[src/rtl/ps2_host_tx.sv]
// PS/2 host-to-device transmitter: inhibits the clock, requests to send, then shifts
// a byte, odd parity and stop bit on device clock edges. Define PS2_TX_TIMEOUT_EN for the abort timer.
module ps2_host_tx #(
  parameter int INHIBIT_CYCLES = 5000,
  parameter int TIMEOUT_CYCLES = 1000000
) (
  input  logic       clk,
  input  logic       reset,
  input  logic       tx_start,
  input  logic [7:0] tx_data,
  input  logic       ps2_clk_in,
  input  logic       ps2_data_in,
  output logic       ps2_clk_oe,
  output logic       ps2_data_oe,
  output logic       tx_busy,
  output logic       tx_done,
  output logic       tx_err
);

  typedef enum logic [2:0] {
    IDLE,
    INHIBIT,
    REQ,
    SHIFT,
    ACK,
    WAIT_IDLE,
    DONE
  } state_t;

  localparam int INH_W = (INHIBIT_CYCLES > 1) ? $clog2(INHIBIT_CYCLES) : 1;
  localparam logic [INH_W-1:0] INH_LAST = INH_W'(INHIBIT_CYCLES - 1);

  if (INHIBIT_CYCLES < 1 || TIMEOUT_CYCLES < 1) begin : g_param_check
    $error("ps2_host_tx: cycle parameters must be positive");
  end

  state_t           state, state_next;
  logic [INH_W-1:0] inh_cnt, inh_cnt_next;
  logic [3:0]       bit_cnt, bit_cnt_next;
  logic             data_low, data_low_next;
  logic             err_flag, err_next;
  logic [7:0]       tx_byte, byte_next;
  logic             tx_parity, parity_next;

  logic clk_s1, clk_s2, clk_prev;
  logic data_s1, data_s2;
  logic clk_fall;

`ifdef PS2_TX_TIMEOUT_EN
  localparam int TMO_W = (TIMEOUT_CYCLES > 1) ? $clog2(TIMEOUT_CYCLES) : 1;
  localparam logic [TMO_W-1:0] TMO_LAST = TMO_W'(TIMEOUT_CYCLES - 1);
  logic [TMO_W-1:0] tmo_cnt, tmo_next;
`endif

  // Idle-high lines, so the synchronizers reset to 1 to avoid a false edge
  always_ff @(posedge clk or negedge reset) begin
    if (!reset) begin
      clk_s1   <= 1'b1;
      clk_s2   <= 1'b1;
      clk_prev <= 1'b1;
      data_s1  <= 1'b1;
      data_s2  <= 1'b1;
    end else begin
      clk_s1   <= ps2_clk_in;
      clk_s2   <= clk_s1;
      clk_prev <= clk_s2;
      data_s1  <= ps2_data_in;
      data_s2  <= data_s1;
    end
  end

  assign clk_fall = clk_prev & ~clk_s2;

  always_ff @(posedge clk or negedge reset) begin
    if (!reset) begin
      state     <= IDLE;
      inh_cnt   <= '0;
      bit_cnt   <= '0;
      data_low  <= 1'b0;
      err_flag  <= 1'b0;
      tx_byte   <= '0;
      tx_parity <= 1'b0;
    end else begin
      state     <= state_next;
      inh_cnt   <= inh_cnt_next;
      bit_cnt   <= bit_cnt_next;
      data_low  <= data_low_next;
      err_flag  <= err_next;
      tx_byte   <= byte_next;
      tx_parity <= parity_next;
    end
  end

`ifdef PS2_TX_TIMEOUT_EN
  always_ff @(posedge clk or negedge reset) begin
    if (!reset) tmo_cnt <= '0;
    else        tmo_cnt <= tmo_next;
  end
`endif

  always_comb begin
    state_next    = state;
    inh_cnt_next  = inh_cnt;
    bit_cnt_next  = bit_cnt;
    data_low_next = data_low;
    err_next      = err_flag;
    byte_next     = tx_byte;
    parity_next   = tx_parity;

    case (state)
      IDLE: begin
        if (tx_start) begin
          byte_next     = tx_data;
          parity_next   = ~^tx_data;
          bit_cnt_next  = '0;
          inh_cnt_next  = '0;
          err_next      = 1'b0;
          data_low_next = 1'b0;
          state_next    = INHIBIT;
        end
      end
      INHIBIT: begin
        if (inh_cnt == INH_LAST) begin
          data_low_next = 1'b1;
          state_next    = REQ;
        end else begin
          inh_cnt_next = inh_cnt + 1'b1;
        end
      end
      REQ: begin
        if (clk_fall) begin
          bit_cnt_next  = 4'd1;
          data_low_next = ~tx_byte[0];
          state_next    = SHIFT;
        end
      end
      // Edge k presents bit k-1, so the old count indexes the next bit to drive
      SHIFT: begin
        if (clk_fall) begin
          bit_cnt_next = bit_cnt + 4'd1;
          if (bit_cnt <= 4'd7) begin
            data_low_next = ~tx_byte[bit_cnt[2:0]];
          end else if (bit_cnt == 4'd8) begin
            data_low_next = ~tx_parity;
          end else begin
            data_low_next = 1'b0;
            state_next    = ACK;
          end
        end
      end
      ACK: begin
        if (clk_fall) begin
          err_next     = data_s2;
          bit_cnt_next = 4'd11;
          state_next   = WAIT_IDLE;
        end
      end
      WAIT_IDLE: begin
        if (clk_s2 && data_s2) state_next = DONE;
      end
      DONE: begin
        state_next = IDLE;
      end
      default: begin
        state_next = IDLE;
      end
    endcase

`ifdef PS2_TX_TIMEOUT_EN
    // Timer overrides any edge-driven move so a stalled device always ends the frame
    tmo_next = '0;
    if (state == REQ || state == SHIFT || state == ACK) begin
      if (tmo_cnt == TMO_LAST) begin
        data_low_next = 1'b0;
        err_next      = 1'b1;
        state_next    = DONE;
      end else begin
        tmo_next = tmo_cnt + 1'b1;
      end
    end
`endif
  end

  assign ps2_clk_oe  = (state == INHIBIT);
  assign ps2_data_oe = data_low & ((state == REQ) || (state == SHIFT));
  assign tx_busy     = (state != IDLE);
  assign tx_done     = (state == DONE);
  assign tx_err      = (state == DONE) & err_flag;

endmodule

[config.mk]
export PLATFORM = sky130hd
export DESIGN_NAME = ps2_host_tx
export DESIGN_NICKNAME = d
export VERILOG_FILES = /design/src/rtl/ps2_host_tx.sv
export SDC_FILE = /design/constraint.sdc
export NUM_CORES = 1
export LEC_CHECK = 0
export CORE_UTILIZATION = 30
export CTS_CLUSTER_SIZE = 16
export DETAILED_ROUTE_END_ITERATION = 12
export PLACE_DENSITY_LB_ADDON = 0.05
export SLEW_MARGIN = 20
export SYNTH_ARGS = -nofsm -noshare
export SYNTH_HDL_FRONTEND = slang
export SYNTH_SLANG_ARGS = --single-unit
[constraint.sdc]
create_clock -name clk -period 2.1 [get_ports clk]
set_input_delay 0.42 -clock clk [delete_from_list [all_inputs] [get_ports clk]]
set_output_delay 0.42 -clock clk [all_outputs]
set_load 0.01 [all_outputs]
* After elaboration in Yosys (flattened, before gate mapping)
Cells that the tools add are included.
** Storage, ports and cells
- Input bits :: 13
- Register bits :: 36
- Word-level logic and storage cells :: 83
- Output and inout port bits :: 5
** Operators by class
- Equality and inequality tests :: 17
- Bitwise operators :: 7
- Magnitude comparators :: 2
- Reductions and logical operators :: 15
- $add $sub $neg :: 2
- Muxes and demuxes :: 28
** Operators by type and width (count)
- two-way mux 13 bit :: 2
- case mux 13 bit (2 select lines) :: 1
- two-way mux 3 bit :: 8
- case mux 3 bit (6 select lines) :: 1
- two-way mux 4 bit :: 4
- inequality test 2 bit, second input constant :: 8
- case mux 4 bit (4 select lines) :: 1
- adder 13 x 1 -> 13 bit, second input constant :: 1
- equality test 13 bit, second input constant :: 1
- AND reduction 5 bit :: 2
- equality test 3 bit, second input constant :: 3
- two-way mux 1 bit :: 8
- AND reduction 8 bit :: 1
- nonzero test 4 bit :: 2
- XNOR reduction 8 bit :: 1
- equality test 3 x 2 -> 1 bit, second input constant :: 2
- AND reduction 3 bit :: 2
- adder 4 x 1 -> 4 bit, second input constant :: 1
- equality test 4 bit, second input constant :: 1
- less-or-equal comparator 4 x 3 -> 1 bit, second input constant :: 1
- < comparator 3 x 4 -> 1 bit, second input constant :: 1
- inverter 1 bit :: 4
- case mux 1 bit (4 select lines) :: 1
- nonzero test 2 bit :: 2
- 10 further kinds :: 12

* Depth between registers and ports, before layout
Gate-level depths: netlist of run 1.
- Depth in word-level cells :: 6
- Depth in mapped cells :: 7
- Gate-level depth less buffers :: 6

* Worst setup path before layout of run 1
OpenSTA, ideal clock, no wires.
- Path kind :: register -> register
- Start point :: register inh_cnt[6]
- End point :: register state[0]
- Data arrival time :: 1.750 ns
- Period minus slack after synthesis :: 1.876 ns
- Stages on the path, launching flop included :: 6
- Library setup time :: 0.126 ns
- Buffers on the path :: 1
- Data required time :: 1.974 ns
- Slack :: 0.224 ns
- Cell sequence :: dfrtp_1 or4_4 o31ai_4 buf_6 nand2_2 o32a_1
** Between the ends
- Word-level cells in the longest chain between the ends :: 3
** RTL lines
- from (decl) :: RTL line 38 : logic [INH_W-1:0] inh_cnt, inh_cnt_next;
- from (signal assigned) :: RTL line 85 : inh_cnt <= inh_cnt_next;
- equality test 13 bit :: RTL line 123 : if (inh_cnt == INH_LAST) begin
- inequality test 2 x 1 -> 1 bit (no line)
- AND reduction 8 bit (no line)
- to (signal assigned) :: RTL line 84 : state <= state_next;
- to (decl) :: RTL line 37 : state_t state, state_next;
No other way between the ends.
A chain may end at the register's enable or synchronous reset.

* Worst setup path in the final report of run 1
- Start point :: register state[1]
- End point :: output tx_busy
** Between the ends
- Word-level cells in the longest chain between the ends :: 1
** RTL lines
- nonzero test 3 bit :: RTL line 186 : assign tx_busy = (state != IDLE);
- to (decl) :: RTL line 15 : output logic tx_busy,
No other way between the ends.

==> flow_summary.yaml, run 1 <==
status:
  status: "finished with violations"
  violations: "design-rule violations"
setup_path:
  end_kind: "output pin"
  r2r_cells: 4
  reg2reg_setup_slack_ps: 140
  cp.required_ps: 1680
  path_class: "flop to output pin"
  cp_max_fo: 15
  reg2reg_from: "inh_cnt[11]$_DFFE_PN0P_"
  arrival_ps: 1540
  r2r-end: "state[0]$_DFFE_PN0P_"
  start_kind: "flop"
die:
  rows: 29
  initial_core_util_pct: 31.5
  dieWidth_um: 84.1
  io_pins: 18
  core_area_um2: 6420
  die_area_um2: 7080
  die_y_um: 84.1
routing:
  vias: 1687
  via_per_inst: 5.19
  ant_nets: 0
  initialDrtViolationCount: 110
  first_pass_iters: 10
  routed_wl_um: 4780
  drcViolationCount: 4
  avgRoutedWirePerCell_um: 14.7
placed_design:
  portBuffers: 17
  place_area_um2: 2380
  dp_cells: 317
  gp_congestion: 0.902
  hpwl_um: 3500
final_layout:
  stdcell_count: 325
  n_antenna_cell: 0
  final_nets: 263
  mostFrequentLayoutCell: "nand2_1"
  fin_area_um2: 2540
  drive_gt1_share_pct: 20.6
  most-common-layout-cells: "nand2_1 (39), dfrtp_1 (31), buf_4 (22)"
  syn_to_final_growth_pct: 25.3
clocking:
  cts_tree: "built"
  clock_latency_ps: 290
  root_buffer: "clkbuf_8"
  cts_buffer_depth: 2
  clock-sinks: 36
  postCtsSetupRepairBufs: 0
  path_clk_slew_ps: 80
  htreeDepth: 2
  cts_made_buffers: 5
synthesis:
  syn_area_um2: 2020
  yosys_most_used_dff: "dfrtp_1"
  netlist_instances: 210
  ys_seq_area_share_pct: 44.8
  avgSynthCellArea_um2: 9.64
  synth_fp_nets: 226
  synth_edf_count: 0
  synthArstFlopShare_pct: 100
  ys_seq_elements: 36
  yosysUniqueCellTypes: 52
  synth_warnings: 0
sta:
  finalHoldViolCount: 0
  period_needed_ps: 1960
  setup_violations: 0
  slew-limit-headroom_pct: 44.3
  rsz0062_at_grt: "false"
  period_share_pct: 93.5
  hold_slack_ps: 224
  finClkSkew_ps: 5.76
  max_freq_mhz: 510
  worstMarginPinSlew_ps: 835
  drv_slew: 0
grt:
  grt_overflow: 0
  grt_max_degree: 37
  antenna_found_initial: 0
  grt_usage_pct: 14.7
  grt_pass1_wl_um: 8050
  grt_pass1_vias: 1591
pwr:
  leakagePower_nw: 1.10
  peakVddDrop_mv: 0.404
  p_per_area_nw_per_um2: 1230
hold_path:
  hold_path.class: "input port to async pin"
job:
  cap_viol_max_count: 0
synthesized netlist by cell type (2+ instances only):
cell | count | area share [%]
nand2_1 | 39 | 7.2
dfrtp_1 | 31 | 38
a21oi_1 | 15 | 3.7
xnor2_1 | 9 | 3.9
nor2_1 | 8 | 1.5
inv_1 | 7 | 1.3
nand3_1 | 7 | 1.7
dfstp_2 | 5 | 6.5
nand2b_1 | 5 | 1.5
o21ai_0 | 5 | 1.2
o31ai_1 | 5 | 1.9
or3_1 | 5 | 1.5
and3_1 | 4 | 1.2
buf_6 | 4 | 2.2
o21ai_1 | 4 | 0.99
clkbuf_1 | 3 | 0.56
ha_1 | 3 | 1.9
nand4_1 | 3 | 0.93
nor3b_1 | 3 | 1.1
or4_1 | 3 | 1.1
a211oi_1 | 2 | 0.74
a31oi_1 | 2 | 0.62
and2_1 | 2 | 0.62
buf_2 | 2 | 0.49
mux2i_1 | 2 | 0.99
mux4_2 | 2 | 2.2
nor2b_1 | 2 | 0.62
nor3_1 | 2 | 0.49
o22ai_1 | 2 | 0.62
or2_2 | 2 | 0.62
state kept, by name, indices dropped and copies added, names as in the netlist:
| signal | count |
|---|---|
| bit_cnt | 4 |
| tx_parity | 1 |
| tx_byte | 8 |
| clk_prev | 1 |
| clk_s2 | 1 |
| state | 3 |
| err_flag | 1 |
| data_s1 | 1 |
| data_s2 | 1 |
| clk_s1 | 1 |
| data_low | 1 |
| inh_cnt | 13 |
how the worst max path moves through the flow:
stage / end / startpoint / depth (start not counted)
2_1_floorplan: state[0]$_DFFE_PN0P_ / inh_cnt[6]$_DFFE_PN0P_ / 5
3_3_place_gp: inh_cnt[8]$_DFFE_PN0P_ / tx_start / 5
3_5_place_dp: inh_cnt[8]$_DFFE_PN0P_ / tx_start / 5
4_1_cts: tx_busy / state[1]$_DFFE_PN0P_ / 3
5_1_grt: tx_busy / state[1]$_DFFE_PN0P_ / 3
6_report: tx_busy / state[1]$_DFFE_PN0P_ / 3
worst max-delay path: stages, from the launching register on:
cell	delay (ps)
dfrtp_1	390
buf_4	180
or3_1	390
dlygate4sd2_1	300
per-stage QoR:
| step | util, % | setup WS, ps | setup TNS [ps] | power, W |
|---|---|---|---|---|
| global route | 39.5 | 44.6 | 0 | 0.00334 |
| floorplan | - | 224 | 0 | 0.00186 |
| detailed placement | 37.1 | -92.7 | -176 | 0.00229 |
| global placement | 37.1 | -81.0 | -115 | 0.00228 |
| CTS | 39.5 | 119 | 0 | 0.00315 |
| finish | 39.5 | 137 | 0 | 0.00312 |
report_power, final:
part | internal, W | switching [W]
logic | 0.000553 | 0.000609
registers | 0.000908 | 0.000184
clock network | 0.000594 | 0.000269
total | 0.00206 | 0.00106
layout make-up:
type,count,area [um^2]
Inverter,8,31.3
Clock buffer,5,68.8
Tap cell,77,96.3
Clock inverter,3,90.1
Multi-Input combinational cell,157,1020
Fill cell,637,3880
Sequential cell,36,907
Timing Repair Buffer,39,324
routing by layer:
| metal | track usage [%] | vias up | routed length (um) |
|---|---|---|---|
| met5 | 0 | - | 0 |
| met4 | 3.76 | 0 | 48 |
| met3 | 3.74 | 5 | 238 |
| met2 | 21.4 | 43 | 2040 |
| met1 | 21.6 | 819 | 2450 |
| li1 | - | 820 | - |
what timing repair did:
action,in CTS,in global routing
setup endpoints to repair,5,0
resized for setup,5,0
hold buffers,0,0
cells by family after synthesis:
family                     count (synthesis)  share of synthesized area (%)
and+or+nand+nor                           94                           24.5
AOI/OAI and AO/OA                         45                           15.9
DFF                                       36                           44.8
buffers and inverters                     17                           4.82
xor gates and xnor gates                  10                           4.33
muxes                                      5                           3.77
adders and majority gates                  3                           1.85
Power figures use the tool's default switching activity.
==> run 2, diff against run 1 <==
CORE_UTILIZATION = 57   (was 30)
PLACE_DENSITY = 0.87   (was not set)
PLACE_DENSITY_LB_ADDON = not set   (was 0.05)
==> run 2 against run 1 <==
First-iteration DRC count up 32%; the run now ends clean; utilization grew 34 points; via count up 3.9%; total power is 8.4% lower; highest routed layer unchanged; cell count is 8.3% lower; die area fell by 46%; critical path type is now flop to flop; worst hold slack gained 140 ps; wire length is essentially flat; sequential cell count unchanged; combinational power grew 9%; non-clock buffer count rose by 4; maximum frequency shrank 3.3%.
==> flow_summary.yaml, run 2 (synthesized netlist as in run 1, its figures left out) <==
status:
  status: "finished clean"
final_layout:
  largestRegisters: "inh_cnt: 13 flops, tx_byte: 8 flops, bit_cnt: 4 flops"
  syn_to_final_growth_pct: 22.2
  mostFrequentLayoutCell: "nand2_1"
  largest_reg_flops: 13
  fillers: 253
  final_nets: 267
  final_util_pct: 73.6
  n_antenna_cell: 0
  drive_gt1_share_pct: 23.0
  most-common-layout-cells: "nand2_1 (39), dfrtp_1 (30), buf_4 (25)"
  max_flop_register: "inh_cnt"
clocking:
  path_clk_slew_ps: 110
  cts_tree: "built"
  root_buffer: "clkbuf_4"
  htreeDepth: 2
  cts_buffer_depth: 2
  clock-sinks: 36
  clock_latency_ps: 360
  cts_made_buffers: 5
sta:
  setup_violations: 0
  slew-limit-headroom_pct: 62.2
  drv_slew: 0
  finClkSkew_ps: 19.1
  worstMarginPinSlew_ps: 568
  period_needed_ps: 2030
  period_share_pct: 96.6
  hold_slack_ps: 363
  max_freq_mhz: 493
  finalHoldViolCount: 0
placed_design:
  hpwl_um: 3270
  portBuffers: 17
  gp_congestion: 0.903
setup_path:
  end_kind: "flop"
  start_kind: "flop"
  path_class: "flop to flop"
  arrival_ps: 2270
  cp.required_ps: 2340
  cp_max_fo: 12
die:
  rows: 21
  initial_core_util_pct: 60.2
  die_area_um2: 3790
  io_pins: 18
  core_area_um2: 3360
  die_y_um: 61.6
  dieWidth_um: 61.6
pwr:
  power_frac_seq_pct: 38.6
  p_sw_w: 0.00108
  leakagePower_nw: 1.08
  combPwrFrac_pct: 44.2
  p_int_w: 0.00177
  peakVddDrop_mv: 0.735
  p_per_area_nw_per_um2: 1150
  clkPwrFrac_pct: 17.3
  p_sw_share_pct: 37.9
grt:
  grt_pass1_vias: 1709
  grt_pass1_wl_um: 7970
  antenna_found_initial: 0
  grt_usage_pct: 29.7
  grt_overflow: 0
  grt_max_degree: 37
routing:
  via_per_inst: 5.88
  vias: 1753
  drcViolationCount: 0
  initialDrtViolationCount: 145
  avgRoutedWirePerCell_um: 16.1
  routed_wl_um: 4780
  ant_nets: 0
  first_pass_iters: 4
job:
  cap_viol_max_count: 0
hold_path:
  hold_path.class: "flop to flop"
## run 2: power groups by stage
stage | Sequential (W) | Combinational, W | Clock, W
6_report | 0.00110 | 0.00126 | 0.000493
5_1_grt | 0.00112 | 0.00140 | 0.000529
4_1_cts | 0.00110 | 0.00123 | 0.000493
3_5_place_dp | 0.00112 | 0.00116 | 0
3_3_place_gp | 0.00111 | 0.00112 | 0
2_1_floorplan | 0.00107 | 0.000789 | 0
## run 2: per-layer routing
metal / share of wire, % / global-route usage, % / vias up
met5: 0 / 0 / -
met4: 2.0 / 12.4 / 0
met2: 50 / 46.4 / 78
met3: 6.9 / 9.24 / 15
li1: - / - / 835
met1: 41 / 38.3 / 825
## run 2: path summary, 6_finish.rpt
check                      depth (start not counted)               startpoint                     end  slack [ps]
max in group asynchronous                          2                    reset      clk_prev$_DFF_PN1_        1290
setup / recovery                                   4  inh_cnt[10]$_DFFE_PN0P_    state[0]$_DFFE_PN0P_          70
min in group asynchronous                          2                    reset  tx_byte[5]$_DFFE_PN0P_         450
setup reg to reg                                   4  inh_cnt[10]$_DFFE_PN0P_    state[0]$_DFFE_PN0P_          70
hold / removal                                     0        data_s1$_DFF_PN1_       data_s2$_DFF_PN1_         360
hold reg to reg                                    0        data_s1$_DFF_PN1_       data_s2$_DFF_PN1_         360
## run 2: stage by stage
stage | setup TNS (ps) | area [um^2] | worst slack, ps | total power (W) | cells
5_1_grt | -2.06 | 2470 | -2.06 | 0.00305 | 298
2_1_floorplan | 0 | 2020 | 224 | 0.00186 | 210
3_3_place_gp | -76.9 | 2350 | -43.0 | 0.00222 | 284
4_1_cts | 0 | 2460 | 6.30 | 0.00282 | 296
6_report | 0 | 2470 | 70.5 | 0.00286 | 298
3_5_place_dp | -234 | 2350 | -117 | 0.00228 | 284
## run 2: worst max-delay path, stage by stage (launching register included)
cell	delay [ps]
dfrtp_1	410
or4bb_1	520
o31ai_4	540
nand2_2	90
o32a_1	360
## run 2: final cells by class
type,instances,area [um^2],share of cell area [%]
Sequential cell,36,908,36.7
Multi-Input combinational cell,157,1030,41.5
Clock buffer,5,37.5,1.52
Tap cell,46,57.6,2.33
Inverter,8,31.3,1.26
Timing Repair Buffer,43,370,15.0
Clock inverter,3,42.5,1.72
## run 2: what timing repair did
item / 4_1_cts / 5_1_grt
setup buffers: 4 / 2
setup endpoints to repair: 7 / 11
gates resized for setup: 10 / 2
pin swaps: 1 / 2
hold buffers: 0 / 0
==> run 3, diff against run 2 <==
SETUP_SLACK_MARGIN = 0.2   (was not set)
SLEW_MARGIN = 30   (was 20)
==> run 3 against run 2 <==
Worst hold slack got worse by 1.2 ps; sequential cell count unchanged; total power up 8.1%; combinational power up 17%; die area is the same; cell count up 2.7%; register-to-register slack gained 30 ps; clock skew is 3.0 ps lower; highest routed layer unchanged.
==> flow_summary.yaml, run 3 (synthesized netlist as in run 1, its figures left out) <==
die:
  initial_core_util_pct: 60.2
  die_area_um2: 3790
  dieWidth_um: 61.6
  io_pins: 18
  rows: 21
  core_area_um2: 3360
  die_y_um: 61.6
final_layout:
  syn_to_final_growth_pct: 32.7
  stdcell_count: 306
  largestRegisters: "inh_cnt: 13 flops, tx_byte: 8 flops, bit_cnt: 4 flops"
  regArea_um2: 910
  most-common-layout-cells: "nand2_1 (38), dfrtp_1 (29), buf_4 (25)"
  multi_input_area_um2: 1150
  final_nets: 275
  fin_area_um2: 2690
  drive_gt1_share_pct: 33.5
  final_util_pct: 79.9
  n_antenna_cell: 0
  largest_reg_flops: 13
  fillers: 202
  max_flop_register: "inh_cnt"
  mostFrequentLayoutCell: "nand2_1"
hold_path:
  hold_path.class: "flop to flop"
setup_path:
  crit_top_cell: "buf_6"
  cp_max_fo: 4
  crit_chain: "buf_6 -> or3b_4 -> clkinv_4 -> o31ai_4 -> buf_6 -> buf_6 -> or3_4 -> a21oi_2"
  path_class: "flop to flop"
  end_kind: "flop"
  max_stage_delay_ps: 450
  cp.required_ps: 2370
  crit_slowest_cell: "dfrtp_2"
  arrival_ps: 2270
  reg2reg_from: "state[2]$_DFFE_PN0P_"
  start_kind: "flop"
  r2r-end: "inh_cnt[5]$_DFFE_PN0P_"
  reg2reg_setup_slack_ps: 100
  endpoint: "inh_cnt[5]$_DFFE_PN0P_"
  crit_path_start: "state[2]$_DFFE_PN0P_"
  r2r_cells: 8
pwr:
  clkPwrFrac_pct: 15.8
  p_per_area_nw_per_um2: 1150
  p_sw_share_pct: 39.0
  combPwrFrac_pct: 48.0
  peakVddDrop_mv: 0.743
  p_int_w: 0.00188
  leakagePower_nw: 1.14
  p_sw_w: 0.00120
  power_frac_seq_pct: 36.2
status:
  status: "finished clean"
sta:
  max_freq_mhz: 500
  rsz0062_at_grt: "true"
  hold_slack_ps: 362
  worstMarginPinSlew_ps: 453
  worst_slack_ps: 98.5
  drv_slew: 0
  setup_violations: 0
  finalHoldViolCount: 0
  period_needed_ps: 2000
  finClkSkew_ps: 16.2
  slew-limit-headroom_pct: 69.8
  period_share_pct: 95.3
routing:
  first_pass_iters: 4
  ant_nets: 0
  initialDrtViolationCount: 146
  avgRoutedWirePerCell_um: 17.7
  vias: 1856
  routed_wl_um: 5400
  via_per_inst: 6.07
  drcViolationCount: 0
clocking:
  htreeDepth: 2
  cts_made_buffers: 5
  clock-sinks: 36
  root_buffer: "clkbuf_4"
  cts_buffer_depth: 2
  cts_tree: "built"
  clock_latency_ps: 350
  path_clk_slew_ps: 110
grt:
  grt_pass1_vias: 1779
  grt_usage_pct: 32.1
  antenna_found_initial: 0
  grt_pass1_wl_um: 8560
  grt_overflow: 0
  grt_max_degree: 37
job:
  cap_viol_max_count: 0
placed_design:
  hpwl_um: 3270
  dp_cells: 284
  detailedPlace.worstSlack_ps: -117
  place_area_um2: 2350
  gp_congestion: 0.903
  portBuffers: 17
[run 3: worst min path at each step]
| stage | startpoint | endpoint | slack (ps) | cells past startpoint |
|---|---|---|---|---|
| final | data_s1$_DFF_PN1_ | data_s2$_DFF_PN1_ | 360 | 0 |
| after global routing | clk_s1$_DFF_PN1_ | clk_s2$_DFF_PN1_ | 370 | 0 |
| after CTS | data_s1$_DFF_PN1_ | data_s2$_DFF_PN1_ | 360 | 0 |
| after detailed placement | data_s1$_DFF_PN1_ | data_s2$_DFF_PN1_ | 350 | 0 |
| after global placement | clk_s1$_DFF_PN1_ | clk_s2$_DFF_PN1_ | 350 | 0 |
| after floorplan | reset | bit_cnt[0]$_DFFE_PN0P_ | 120 | 0 |
[run 3: repair_timing]
action	in CTS	in global routing
hold buffers	0	0
resized for setup	29	25
buffers inserted	9	4
pin swaps	15	12
cloned	1	0
setup endpoints to repair	22	22
[run 3: final cells by class]
class | instances | share of cell area (%)
multi-input combinational | 158 | 42.8
sequential | 36 | 33.9
timing repair buffer | 50 | 17.0
tap | 46 | 2.14
clock inverter | 3 | 1.58
clock buffer | 5 | 1.40
inverter | 8 | 1.30
[run 3: worst max-delay path, delay by kind of cell (launching register included)]
kind,cells,cell delay [ps]
and+or+nand+nor,2,790
buffers and inverters,4,460
DFF,1,450
AOI/OAI and AO/OA,2,230
[run 3: power by group through the flow]
stage | sequential, W | combinational [W] | clock [W]
after floorplan | 0.00107 | 0.000789 | 0
after global placement | 0.00111 | 0.00112 | 0
after detailed placement | 0.00112 | 0.00116 | 0
after CTS | 0.00110 | 0.00135 | 0.000493
after global routing | 0.00114 | 0.00161 | 0.000534
final | 0.00112 | 0.00148 | 0.000488
[run 3: routing by layer]
metal  GRT usage (%)  wire (um)  vias to the layer above
met1            42.2       2140                      882
met4            12.1        123                        0
met2            50.7       2750                      103
li1                -          -                      852
met5               0          0                        -
met3            9.03        396                       19
[run 3: per-stage QoR]
step | TNS, ps | power (W)
after detailed placement | -234 | 0.00228
after CTS | 0 | 0.00294
final | 0 | 0.00309
after global routing | 0 | 0.00328
after floorplan | 0 | 0.00186
after global placement | -76.9 | 0.00222
